**src/rtl/wb_pkg.sv**
```systemverilog
// ---------------------------------------------------------------------------
// wb_pkg
//   Shared Wishbone definitions for the slave decoder and its address matcher.
//   - wb_state_e : transfer FSM encoding (IDLE / FWD / RESP / ERR)
//   - WB_AW, WB_DW, WB_SELW : bus address, data and byte-select widths
//   - WB_ERR_DATA : default read data returned with an error response
// ---------------------------------------------------------------------------
package wb_pkg;

  localparam int WB_AW   = 32;
  localparam int WB_DW   = 32;
  localparam int WB_SELW = 4;

  localparam logic [WB_DW-1:0] WB_ERR_DATA = 32'hDEAD_BEEF;

  typedef enum logic [1:0] {
    ST_IDLE = 2'd0,
    ST_FWD  = 2'd1,
    ST_RESP = 2'd2,
    ST_ERR  = 2'd3
  } wb_state_e;

endpackage : wb_pkg

```
**src/rtl/wb_addr_match.sv**
```systemverilog
// ---------------------------------------------------------------------------
// wb_addr_match
//   Combinational priority address decoder. Slave i matches when
//   (addr & MASK_i) == BASE_i; when several slaves match, the lowest index
//   wins, so overlapping windows are resolved by port order.
// Ports
//   addr : input  address to decode
//   hit  : output 1 when at least one slave window matches
//   idx  : output index of the winning slave (0 when no hit)
// ---------------------------------------------------------------------------
module wb_addr_match
  import wb_pkg::*;
#(
  parameter int                     NSLV     = 4,
  parameter int                     IW       = 2,
  parameter logic [WB_AW*NSLV-1:0]  SLV_BASE = '0,
  parameter logic [WB_AW*NSLV-1:0]  SLV_MASK = '0
) (
  input  logic [WB_AW-1:0] addr,
  output logic             hit,
  output logic [IW-1:0]    idx
);

  // Scan from the highest index down so the last assignment, and therefore
  // the winner, is the lowest matching index.
  always_comb begin
    hit = 1'b0;
    idx = '0;
    for (int i = NSLV - 1; i >= 0; i--) begin
      if ((addr & SLV_MASK[WB_AW*i +: WB_AW]) == SLV_BASE[WB_AW*i +: WB_AW]) begin
        hit = 1'b1;
        idx = IW'(i);
      end
    end
  end

endmodule : wb_addr_match

```
**src/rtl/wb_slave_decoder_n.sv**
```systemverilog
// ---------------------------------------------------------------------------
// wb_slave_decoder_n
//   Connects one pipelined Wishbone master to NSLV slaves. A request is
//   accepted only in IDLE, its address is decoded and registered together
//   with we/addr/data/sel, and the transfer is forwarded to the selected
//   slave. A watchdog aborts transfers that take TIMEOUT forwarding cycles;
//   unmapped addresses and timeouts produce an error response and are
//   recorded in o_err_sticky / o_err_addr. Only one transfer is outstanding.
// Ports
//   i_clk, in_rst             clock, asynchronous active-low reset
//   i_wb_cyc/stb/we/addr/data/sel  master request
//   o_wb_stall/ack/err/data   master response (ack/err are one-cycle pulses)
//   o_wb_s_cyc/stb            per-slave cycle and strobe
//   o_wb_s_we/addr/data/sel   registered request broadcast to all slaves
//   i_wb_s_stall/ack/data     per-slave response, slave i data at [32*i+:32]
//   o_err_sticky, o_err_addr  error flag and address of last errored transfer
//   i_err_clr                 clears o_err_sticky (a new error wins)
// ---------------------------------------------------------------------------
module wb_slave_decoder_n
  import wb_pkg::*;
#(
  parameter int                     NSLV       = 4,
  parameter logic [WB_AW*NSLV-1:0]  SLV_BASE   = {NSLV{32'h0}},
  parameter logic [WB_AW*NSLV-1:0]  SLV_MASK   = {NSLV{32'h0}},
  parameter int                     TIMEOUT    = 255,
  parameter logic [WB_DW-1:0]       ERR_DATA   = WB_ERR_DATA,
  parameter bit                     ERR_AS_ACK = 1'b1
) (
  input  logic                     i_clk,
  input  logic                     in_rst,
  input  logic                     i_wb_cyc,
  input  logic                     i_wb_stb,
  input  logic                     i_wb_we,
  input  logic [WB_AW-1:0]         i_wb_addr,
  input  logic [WB_DW-1:0]         i_wb_data,
  input  logic [WB_SELW-1:0]       i_wb_sel,
  output logic                     o_wb_stall,
  output logic                     o_wb_ack,
  output logic                     o_wb_err,
  output logic [WB_DW-1:0]         o_wb_data,
  output logic [NSLV-1:0]          o_wb_s_cyc,
  output logic [NSLV-1:0]          o_wb_s_stb,
  output logic                     o_wb_s_we,
  output logic [WB_AW-1:0]         o_wb_s_addr,
  output logic [WB_DW-1:0]         o_wb_s_data,
  output logic [WB_SELW-1:0]       o_wb_s_sel,
  input  logic [NSLV-1:0]          i_wb_s_stall,
  input  logic [NSLV-1:0]          i_wb_s_ack,
  input  logic [WB_DW*NSLV-1:0]    i_wb_s_data,
  output logic                     o_err_sticky,
  output logic [WB_AW-1:0]         o_err_addr,
  input  logic                     i_err_clr
);

  localparam int IW  = (NSLV > 1) ? $clog2(NSLV) : 1;
  localparam int WDW = $clog2(TIMEOUT + 1);

  // Registered state
  wb_state_e            state_q,    state_d;
  logic [IW-1:0]        idx_q,      idx_d;
  logic                 we_q,       we_d;
  logic [WB_AW-1:0]     addr_q,     addr_d;
  logic [WB_DW-1:0]     wdata_q,    wdata_d;
  logic [WB_SELW-1:0]   sel_q,      sel_d;
  logic [NSLV-1:0]      s_cyc_q,    s_cyc_d;
  logic [NSLV-1:0]      s_stb_q,    s_stb_d;
  logic [WDW-1:0]       wd_q,       wd_d;
  logic                 ack_q,      ack_d;
  logic                 err_q,      err_d;
  logic [WB_DW-1:0]     rdata_q,    rdata_d;
  logic                 sticky_q,   sticky_d;
  logic [WB_AW-1:0]     err_addr_q, err_addr_d;

  // Combinational helpers
  logic                 dec_hit;
  logic [IW-1:0]        dec_idx;
  logic [NSLV-1:0]      dec_onehot;
  logic                 sel_ack;
  logic                 sel_stall;
  logic [WB_DW-1:0]     sel_rdata;
  logic [WDW-1:0]       wd_inc;
  logic                 set_err;

  wb_addr_match #(
    .NSLV     (NSLV),
    .IW       (IW),
    .SLV_BASE (SLV_BASE),
    .SLV_MASK (SLV_MASK)
  ) u_addr_match (
    .addr (i_wb_addr),
    .hit  (dec_hit),
    .idx  (dec_idx)
  );

  // Select the latched slave's response; every other slave is ignored.
  always_comb begin
    sel_ack    = 1'b0;
    sel_stall  = 1'b0;
    sel_rdata  = '0;
    dec_onehot = '0;
    for (int i = 0; i < NSLV; i++) begin
      if (idx_q == IW'(i)) begin
        sel_ack   = i_wb_s_ack[i];
        sel_stall = i_wb_s_stall[i];
        sel_rdata = i_wb_s_data[WB_DW*i +: WB_DW];
      end
      dec_onehot[i] = (dec_idx == IW'(i));
    end
  end

  assign wd_inc = wd_q + 1'b1;

  always_comb begin
    state_d    = state_q;
    idx_d      = idx_q;
    we_d       = we_q;
    addr_d     = addr_q;
    wdata_d    = wdata_q;
    sel_d      = sel_q;
    s_cyc_d    = s_cyc_q;
    s_stb_d    = s_stb_q;
    wd_d       = wd_q;
    ack_d      = 1'b0;
    err_d      = 1'b0;
    rdata_d    = rdata_q;
    err_addr_d = err_addr_q;
    set_err    = 1'b0;

    unique case (state_q)
      ST_IDLE: begin
        if (i_wb_cyc && i_wb_stb) begin
          we_d    = i_wb_we;
          addr_d  = i_wb_addr;
          wdata_d = i_wb_data;
          sel_d   = i_wb_sel;
          wd_d    = '0;
          if (dec_hit) begin
            state_d = ST_FWD;
            idx_d   = dec_idx;
            s_cyc_d = dec_onehot;
            s_stb_d = dec_onehot;
          end else begin
            // Unmapped: the error response is presented on the very next cycle.
            state_d    = ST_ERR;
            ack_d      = ERR_AS_ACK;
            err_d      = 1'b1;
            rdata_d    = ERR_DATA;
            err_addr_d = i_wb_addr;
            set_err    = 1'b1;
          end
        end
      end

      ST_FWD: begin
        if (!i_wb_cyc) begin
          // Master abandoned the cycle: release the slave silently.
          state_d = ST_IDLE;
          s_cyc_d = '0;
          s_stb_d = '0;
        end else if (sel_ack) begin
          // An ack on the final watchdog cycle still completes normally.
          state_d = ST_RESP;
          ack_d   = 1'b1;
          rdata_d = sel_rdata;
          s_cyc_d = '0;
          s_stb_d = '0;
        end else if (wd_inc == WDW'(TIMEOUT)) begin
          state_d    = ST_ERR;
          wd_d       = wd_inc;
          ack_d      = ERR_AS_ACK;
          err_d      = 1'b1;
          rdata_d    = ERR_DATA;
          err_addr_d = addr_q;
          set_err    = 1'b1;
          s_cyc_d    = '0;
          s_stb_d    = '0;
        end else begin
          wd_d = wd_inc;
          // Strobe is held until the slave accepts it (stall low), then dropped
          // while cyc stays up waiting for the ack.
          if (!sel_stall) begin
            s_stb_d = '0;
          end
        end
      end

      ST_RESP: state_d = ST_IDLE;
      ST_ERR:  state_d = ST_IDLE;
      default: state_d = ST_IDLE;
    endcase

    // A new error takes priority over a clear request in the same cycle.
    if (set_err) begin
      sticky_d = 1'b1;
    end else if (i_err_clr) begin
      sticky_d = 1'b0;
    end else begin
      sticky_d = sticky_q;
    end
  end

  always_ff @(posedge i_clk or negedge in_rst) begin
    if (!in_rst) begin
      state_q    <= ST_IDLE;
      idx_q      <= '0;
      we_q       <= 1'b0;
      addr_q     <= '0;
      wdata_q    <= '0;
      sel_q      <= '0;
      s_cyc_q    <= '0;
      s_stb_q    <= '0;
      wd_q       <= '0;
      ack_q      <= 1'b0;
      err_q      <= 1'b0;
      rdata_q    <= '0;
      sticky_q   <= 1'b0;
      err_addr_q <= '0;
    end else begin
      state_q    <= state_d;
      idx_q      <= idx_d;
      we_q       <= we_d;
      addr_q     <= addr_d;
      wdata_q    <= wdata_d;
      sel_q      <= sel_d;
      s_cyc_q    <= s_cyc_d;
      s_stb_q    <= s_stb_d;
      wd_q       <= wd_d;
      ack_q      <= ack_d;
      err_q      <= err_d;
      rdata_q    <= rdata_d;
      sticky_q   <= sticky_d;
      err_addr_q <= err_addr_d;
    end
  end

  assign o_wb_stall   = (state_q != ST_IDLE);
  assign o_wb_ack     = ack_q;
  assign o_wb_err     = err_q;
  assign o_wb_data    = rdata_q;
  assign o_wb_s_cyc   = s_cyc_q;
  assign o_wb_s_stb   = s_stb_q;
  assign o_wb_s_we    = we_q;
  assign o_wb_s_addr  = addr_q;
  assign o_wb_s_data  = wdata_q;
  assign o_wb_s_sel   = sel_q;
  assign o_err_sticky = sticky_q;
  assign o_err_addr   = err_addr_q;

endmodule : wb_slave_decoder_n

```
**config.mk**
```make
export PLATFORM = sky130hd
export DESIGN_NAME = wb_slave_decoder_n
export DESIGN_NICKNAME = d
export VERILOG_FILES = /design/src/rtl/wb_pkg.sv /design/src/rtl/wb_addr_match.sv /design/src/rtl/wb_slave_decoder_n.sv
export SDC_FILE = /design/constraint.sdc
export NUM_CORES = 1
export LEC_CHECK = 0
export CAP_MARGIN = 10
export CORE_AREA = 2 2 136 138
export CTS_CLUSTER_DIAMETER = 200
export CTS_CLUSTER_SIZE = 25
export DETAILED_ROUTE_END_ITERATION = 10
export DIE_AREA = 0 0 138 140
export HOLD_SLACK_MARGIN = 0.06
export PLACE_DENSITY = 0.69
export SLEW_MARGIN = 20
export SYNTH_ARGS = -nofsm -noshare
export SYNTH_HDL_FRONTEND = slang
export SYNTH_SLANG_ARGS = --single-unit
```
**constraint.sdc**
```tcl
create_clock -name i_clk -period 4.68 [get_ports i_clk]
set_input_delay 0.468 -clock i_clk [delete_from_list [all_inputs] [get_ports i_clk]]
set_output_delay 0.468 -clock i_clk [all_outputs]
set_load 0.02 [all_outputs]
```
==> results of run 1 <==
-- path summary, 6_finish.rpt --
path,from,to,depth (start not counted)
min,o_wb_s_data[0]$_DFFE_PN0P_,o_wb_s_data[0]$_DFFE_PN0P_,2
max in group asynchronous,in_rst,o_wb_s_addr[2]$_DFFE_PN0P_,3
min reg2reg,o_wb_s_data[0]$_DFFE_PN0P_,o_wb_s_data[0]$_DFFE_PN0P_,2
max reg2reg,wd_q[0]$_DFFE_PN0P_,o_err_addr[15]$_DFFE_PN0P_,6
max,wd_q[0]$_DFFE_PN0P_,o_err_addr[15]$_DFFE_PN0P_,6
min in group asynchronous,in_rst,o_wb_data[20]$_DFFE_PN0P_,2
-- worst register-to-register path, delay by kind of cell (launching register included) --
family | cells | cell delay, ps
flip-flops | 1 | 420
AND/OR/NAND/NOR | 3 | 1120
adder cells (fa/ha/maj) | 1 | 280
AO/OA/AOI/OAI | 1 | 500
multiplexers | 1 | 560
-- through the flow --
stage / power (W) / setup slack, ps
floorplan: 0.00190 / 2370
global placement: 0.00237 / 1610
detailed placement: 0.00238 / 1610
CTS: 0.00375 / 1660
global route: 0.00389 / 1510
finish: 0.00371 / 1680
-- synth_stat cells (2+ instances only) --
master    instances  share of area, %
nand2_1         214                13
dfrtp_1         148                61
nor2_1           30               1.9
mux2_4           28               6.9
a21oi_1          27               2.2
clkbuf_1         27               1.7
o22ai_1          24               2.5
o21ai_0          18               1.5
nand2b_1         10               1.0
a22oi_1           8              0.99
nand3_1           8              0.66
buf_4             6              0.74
inv_1             5              0.31
mux2_2            4              0.74
buf_6             3              0.56
xor2_1            3              0.43
and2_1            2              0.21
ha_1              2              0.41
o21a_1            2              0.25
-- metal layers --
layer | vias up | wire (um)
met3 | 27 | 1440
met2 | 180 | 7770
met4 | 0 | 401
li1 | 2398 | -
met5 | - | 0
met1 | 2305 | 7510
-- sequential cells by signal, summed over array words and instances, names as in the netlist --
signal and count:
o_wb_s_addr 32, wd_q 8, o_wb_s_sel 4, o_wb_data 32, o_err_addr 32, o_wb_s_we 1
o_wb_s_data 32, o_wb_s_cyc 1, o_wb_ack 1, o_wb_err 1, state_q 2, o_err_sticky 1
o_wb_s_stb 1
-- logic make-up (layout without fill, tap and decap cells) --
family | Yosys count | in the layout
other | 1 | 6
AND/OR/NAND/NOR | 271 | 271
buffers and inverters | 43 | 290
flip-flops | 148 | 148
XOR/XNOR | 4 | 4
adder cells (fa/ha/maj) | 2 | 2
AO/OA/AOI/OAI | 84 | 84
multiplexers | 32 | 32
-- power by group through the flow --
stage	logic (W)	registers [W]	clock network, W
2_1_floorplan	0.000187	0.00171	0
3_3_place_gp	0.000826	0.00154	0
3_5_place_dp	0.000832	0.00155	0
4_1_cts	0.000837	0.00153	0.00139
5_1_grt	0.000893	0.00155	0.00145
6_report	0.000827	0.00153	0.00135
-- cell type report --
| class | instances | area (um^2) | area share (%) |
|---|---|---|---|
| sequential | 148 | 3700 | 39.9 |
| clock inverter | 14 | 154 | 1.66 |
| clock buffer | 18 | 429 | 4.63 |
| multi-input combinational | 399 | 2170 | 23.4 |
| timing repair buffer | 253 | 2520 | 27.1 |
| inverter | 5 | 18.8 | 0.202 |
| tap | 229 | 287 | 3.09 |
-- repair_timing --
action / 4_1_cts / 5_1_grt
hold endpoints to repair: 54 / 0
buffers inserted: 0 / 0
hold buffers: 1 / 0
==> metrics, run 1 <==
post-CTS resize count=0; Final Setup Violations=0; H-tree depth=4; register area share after synthesis=61.2%; vias in the first global route=5,083; Sink Count=148; commonest non-fill, non-tap cell in the layout=clkdlybuf4s50_1; Max-Cap Viols=0; VDD IR max=0.254 mV; sequential power share=41.2%; grt ovf=0; maximum net fanout on the critical path=34; TritonRoute pass-1 iters=4; nets=1,036; core area=17,800 um^2; GRT Util Overall=18.2%; Routed wire per std cell=16.1 um; clock transition time at the flip-flop clock pins of the worst setup and hold paths=60 ps; fin. max-slew vios=0; routed vias=4,910; Simple-Gate Fraction of Synth Area=18.1%; Compound-Gate Fraction of Synth Area=8.48%; Clk pwr share=36.5%; synthesized instance count=585; flop-to-flop setup slack=1680 ps; crit share post-route=64.2%; PD cells=399 nW/um^2; critical path endpoint category=flop; ANT cells=0; most frequent cells in the layout=245 x clkdlybuf4s50_1, 214 x nand2_1, 148 x dfrtp_1; Final Instance Area=9280 um^2; Inst Count DP=1,033; top_reg_cell synth=dfrtp_1; Row Count=49; setup TNS=0 ps; met1 Use GR=23.6%; met2 Track Usage GR=27.3%; Final Non-Filler Cells=1,066; status=finished clean; Cell Chain, Critical Path=ha_1 > nand3_2 > or3_4 > a2111oi_4 > nand3_4 > mux2_4; Syn-to-layout area delta=53.3%; share of cells above drive strength 1=9.20%; Die ar.=19,300 um^2; placed inst area=8680 um^2; Critical Path Slowest Stage Cell=nand3_4; CP top delay family=simple AND/OR/NAND/NOR gates; largest family of logic cells by synthesized area=simple AND/OR/NAND/NOR gates; CTS root buf=clkbuf_16; adder-cell share of the synthesized area=0.414%; Final Util=52.2%; syn avg cell area=10.3 um^2; Initial DRC Count=232; Filler cells=1,636; hold_ws=474 ps; RSZ-0062 raised after global routing=false; min Tclk post-route=3000 ps; synthesized-area fraction occupied by xor and xnor cells=0.579%; CP Buf/Inv Count=0; CTS Buf Count=17; Unique masters post-synth=35; Worst path max stage delay=640 ps; worst min-delay path category=flop to flop; clock latency on the worst-skew pair=420 ps; Final Skew=9.33 ps; gr busiest metal=met2; global-route wire length before repair=27,800 um; Die W=138 um; Slew @ Worst Pin=914 ps; GR Util met3=7.42%; CTS tree=done; Startpoint Class=flop; Die Height=140 um; synthesized flop and latch total=148; DRT Wirelength=17,100 um; multiplexer share of the synthesized area=7.69%; FMAX=333 MHz; maximum buffer depth of the clock tree=2; largest net degree at the start of global routing=57; Post-synth EDFFs=0; Worst Path Arrival=3300 ps; Avg Vias per Cell=4.61; sw power=0.00109 W; Int Pwr=0.00262 W; Netlist Area Pre-Place=6050 um^2; Remaining DRCs=0; Crit Path Class=flop to flop; critical path required time=4980 ps; initial antenna violation count=0; Logic pwr share=22.3%; IO Count=355; switching portion of total power=29.4%; Buffers on Ports=246; routability cong.=0.773; Post-DP HPWL=11,500 um; Warnings, synthesis=0; Initial Util=34.0%; final hold vios=0; Max-Slew Margin vs Limit=39.0%; Lkg Pwr=4.35 nW; Antenna Nets Post-Route=0; Async SR Flop Fraction=100%
Power figures use the tool's default switching activity.
==> run 2: changes to the inputs <==
- CORE_AREA: 2 2 136 138 -> 2 2 137 139
- DIE_AREA: 0 0 138 140 -> 0 0 139 141
- PLACE_DENSITY: 0.69 -> 0.68
- clock period: 4.68 -> 3.08 ns (I/O delays scaled with it)
==> metrics, run 2 (synthesis gave the netlist of run 1 again) <==
Die ar.=19,600 um^2; FMAX=378 MHz; hold path endpoint=o_wb_s_data[17]$_DFFE_PN0P_; sw power=0.00164 W; GR Util met3=6.90%; min Tclk post-route=2650 ps; Final Skew=12.0 ps; GRT Util Overall=17.6%; H-tree depth=4; status=finished clean; Buffers on Ports=246; Critical Path Slowest Stage Cell=a2111oi_4; grt ovf=0; Syn-to-layout area delta=54.5%; Antenna Nets Post-Route=0; global-route wire length before repair=27,200 um; switching portion of total power=28.8%; Post-DP HPWL=11,600 um; routability cong.=0.748; sequential power share=40.6%; CP Buf/Inv Count=1; Lkg Pwr=4.39 nW; WHS Path Cells=3; RR Endpoint=o_err_addr[14]$_DFFE_PN0P_; VDD IR max=0.375 mV; fin. max-slew vios=0; initial antenna violation count=0; Filler cells=1,654; Int Pwr=0.00406 W; met2 Track Usage GR=27.3%; ANT cells=0; flop-to-flop setup slack=430 ps; total stage count of the critical path=7; Die W=139 um; Remaining DRCs=0; setup TNS=0 ps; clock transition time at the flip-flop clock pins of the worst setup and hold paths=70 ps; PD cells=610 nW/um^2; critical path endpoint category=flop; commonest non-fill, non-tap cell in the layout=clkdlybuf4s50_1; most frequent cells in the layout=245 x clkdlybuf4s50_1, 214 x nand2_1, 148 x dfrtp_1; R2R Path Start=wd_q[0]$_DFFE_PN0P_; CP top delay family=simple AND/OR/NAND/NOR gates; Cell Chain, Critical Path=ha_1 > nand3_2 > or3_4 > a2111oi_4 > nand3_4 > buf_4 > mux2_4; vias in the first global route=4,961; maximum net fanout on the critical path=34; CTS Buf Count=17; IO Count=355; CTS root buf=clkbuf_16; routed vias=4,932; Worst Path Arrival=2940 ps; worst min-delay path category=primary input to flop; Startpoint Class=flop; Worst path max stage delay=480 ps; Die Height=141 um; Crit Path Class=flop to flop; Final Setup Violations=0; clock latency on the worst-skew pair=420 ps; Initial Util=33.1%; share of cells above drive strength 1=9.63%; Initial DRC Count=270; largest net degree at the start of global routing=63; Slew @ Worst Pin=842 ps; gr busiest metal=met2; Clk pwr share=37.3%; RSZ-0062 raised after global routing=false; CTS tree=done; final hold vios=0; Row Count=50; maximum buffer depth of the clock tree=2; crit share post-route=86.0%; hold_ws=411 ps; Max-Cap Viols=0; critical path required time=3370 ps; Avg Vias per Cell=4.59; DRT Wirelength=17,200 um; Worst Hold Launch=i_wb_data[17]; Max-Slew Margin vs Limit=43.7%; met1 Use GR=22.8%; core area=18,300 um^2; Routed wire per std cell=16.0 um; worst-case reg-to-reg path depth=7; Sink Count=148; TritonRoute pass-1 iters=5; Logic pwr share=22.0%; nets=1,040
run 2: worst max path at each step:
stage                                    from                         end  slack (ps)
after floorplan           wd_q[0]$_DFFE_PN0P_  o_err_addr[10]$_DFFE_PN0P_         770
after global placement    wd_q[0]$_DFFE_PN0P_  o_err_addr[22]$_DFFE_PN0P_         480
after detailed placement  wd_q[1]$_DFFE_PN0P_   o_err_addr[9]$_DFFE_PN0P_         430
after CTS                 wd_q[0]$_DFFE_PN0P_   o_err_addr[9]$_DFFE_PN0P_         420
after global routing      wd_q[0]$_DFFE_PN0P_   o_err_addr[3]$_DFFE_PN0P_         330
final                     wd_q[0]$_DFFE_PN0P_  o_err_addr[14]$_DFFE_PN0P_         430
run 2: metrics by stage:
step	total power, W	instance area [um^2]	util, %	worst slack (ps)	cells
global placement	0.00360	8740	47.8	480	1042
finish	0.00571	9350	51.2	433	1075
detailed placement	0.00362	8740	47.8	432	1042
floorplan	0.00289	6070	-	768	590
global route	0.00600	9350	51.2	326	1075
CTS	0.00579	9350	51.2	418	1075
run 2: power by group through the flow:
| stage | Sequential [W] | Clock, W | Combinational (W) |
|---|---|---|---|
| floorplan | 0.00260 | 0 | 0.000285 |
| global placement | 0.00234 | 0 | 0.00126 |
| detailed placement | 0.00235 | 0 | 0.00127 |
| CTS | 0.00232 | 0.00220 | 0.00128 |
| global route | 0.00235 | 0.00229 | 0.00136 |
| finish | 0.00232 | 0.00213 | 0.00126 |
run 2: what timing repair did:
action                    CTS  global route
gates resized for setup     0             0
hold endpoints to repair   59             0
hold buffers                1             0
buffers inserted            0             0
run 2: worst register-to-register path, stage by stage (launching register included):
cell	delay [ps]
dfrtp_1	430
ha_1	280
nand3_2	140
or3_4	370
a2111oi_4	480
nand3_4	80
buf_4	350
mux2_4	400
run 2: final cells by class:
cell class                 count  area (um^2)  area share [%]
sequential                   148         3700            39.6
timing repair buffer         257         2560            27.4
multi-input combinational    399         2170            23.2
clock buffer                  18          429            4.59
tap                          234          293            3.13
clock inverter                14          174            1.86
inverter                       5         18.8           0.201
run 2: routing by layer:
layer | vias to the layer above | part of all wire (%)
met5 | - | 0
met4 | 0 | 1.2
met1 | 2370 | 44
met3 | 16 | 8.2
li1 | 2390 | -
met2 | 156 | 47
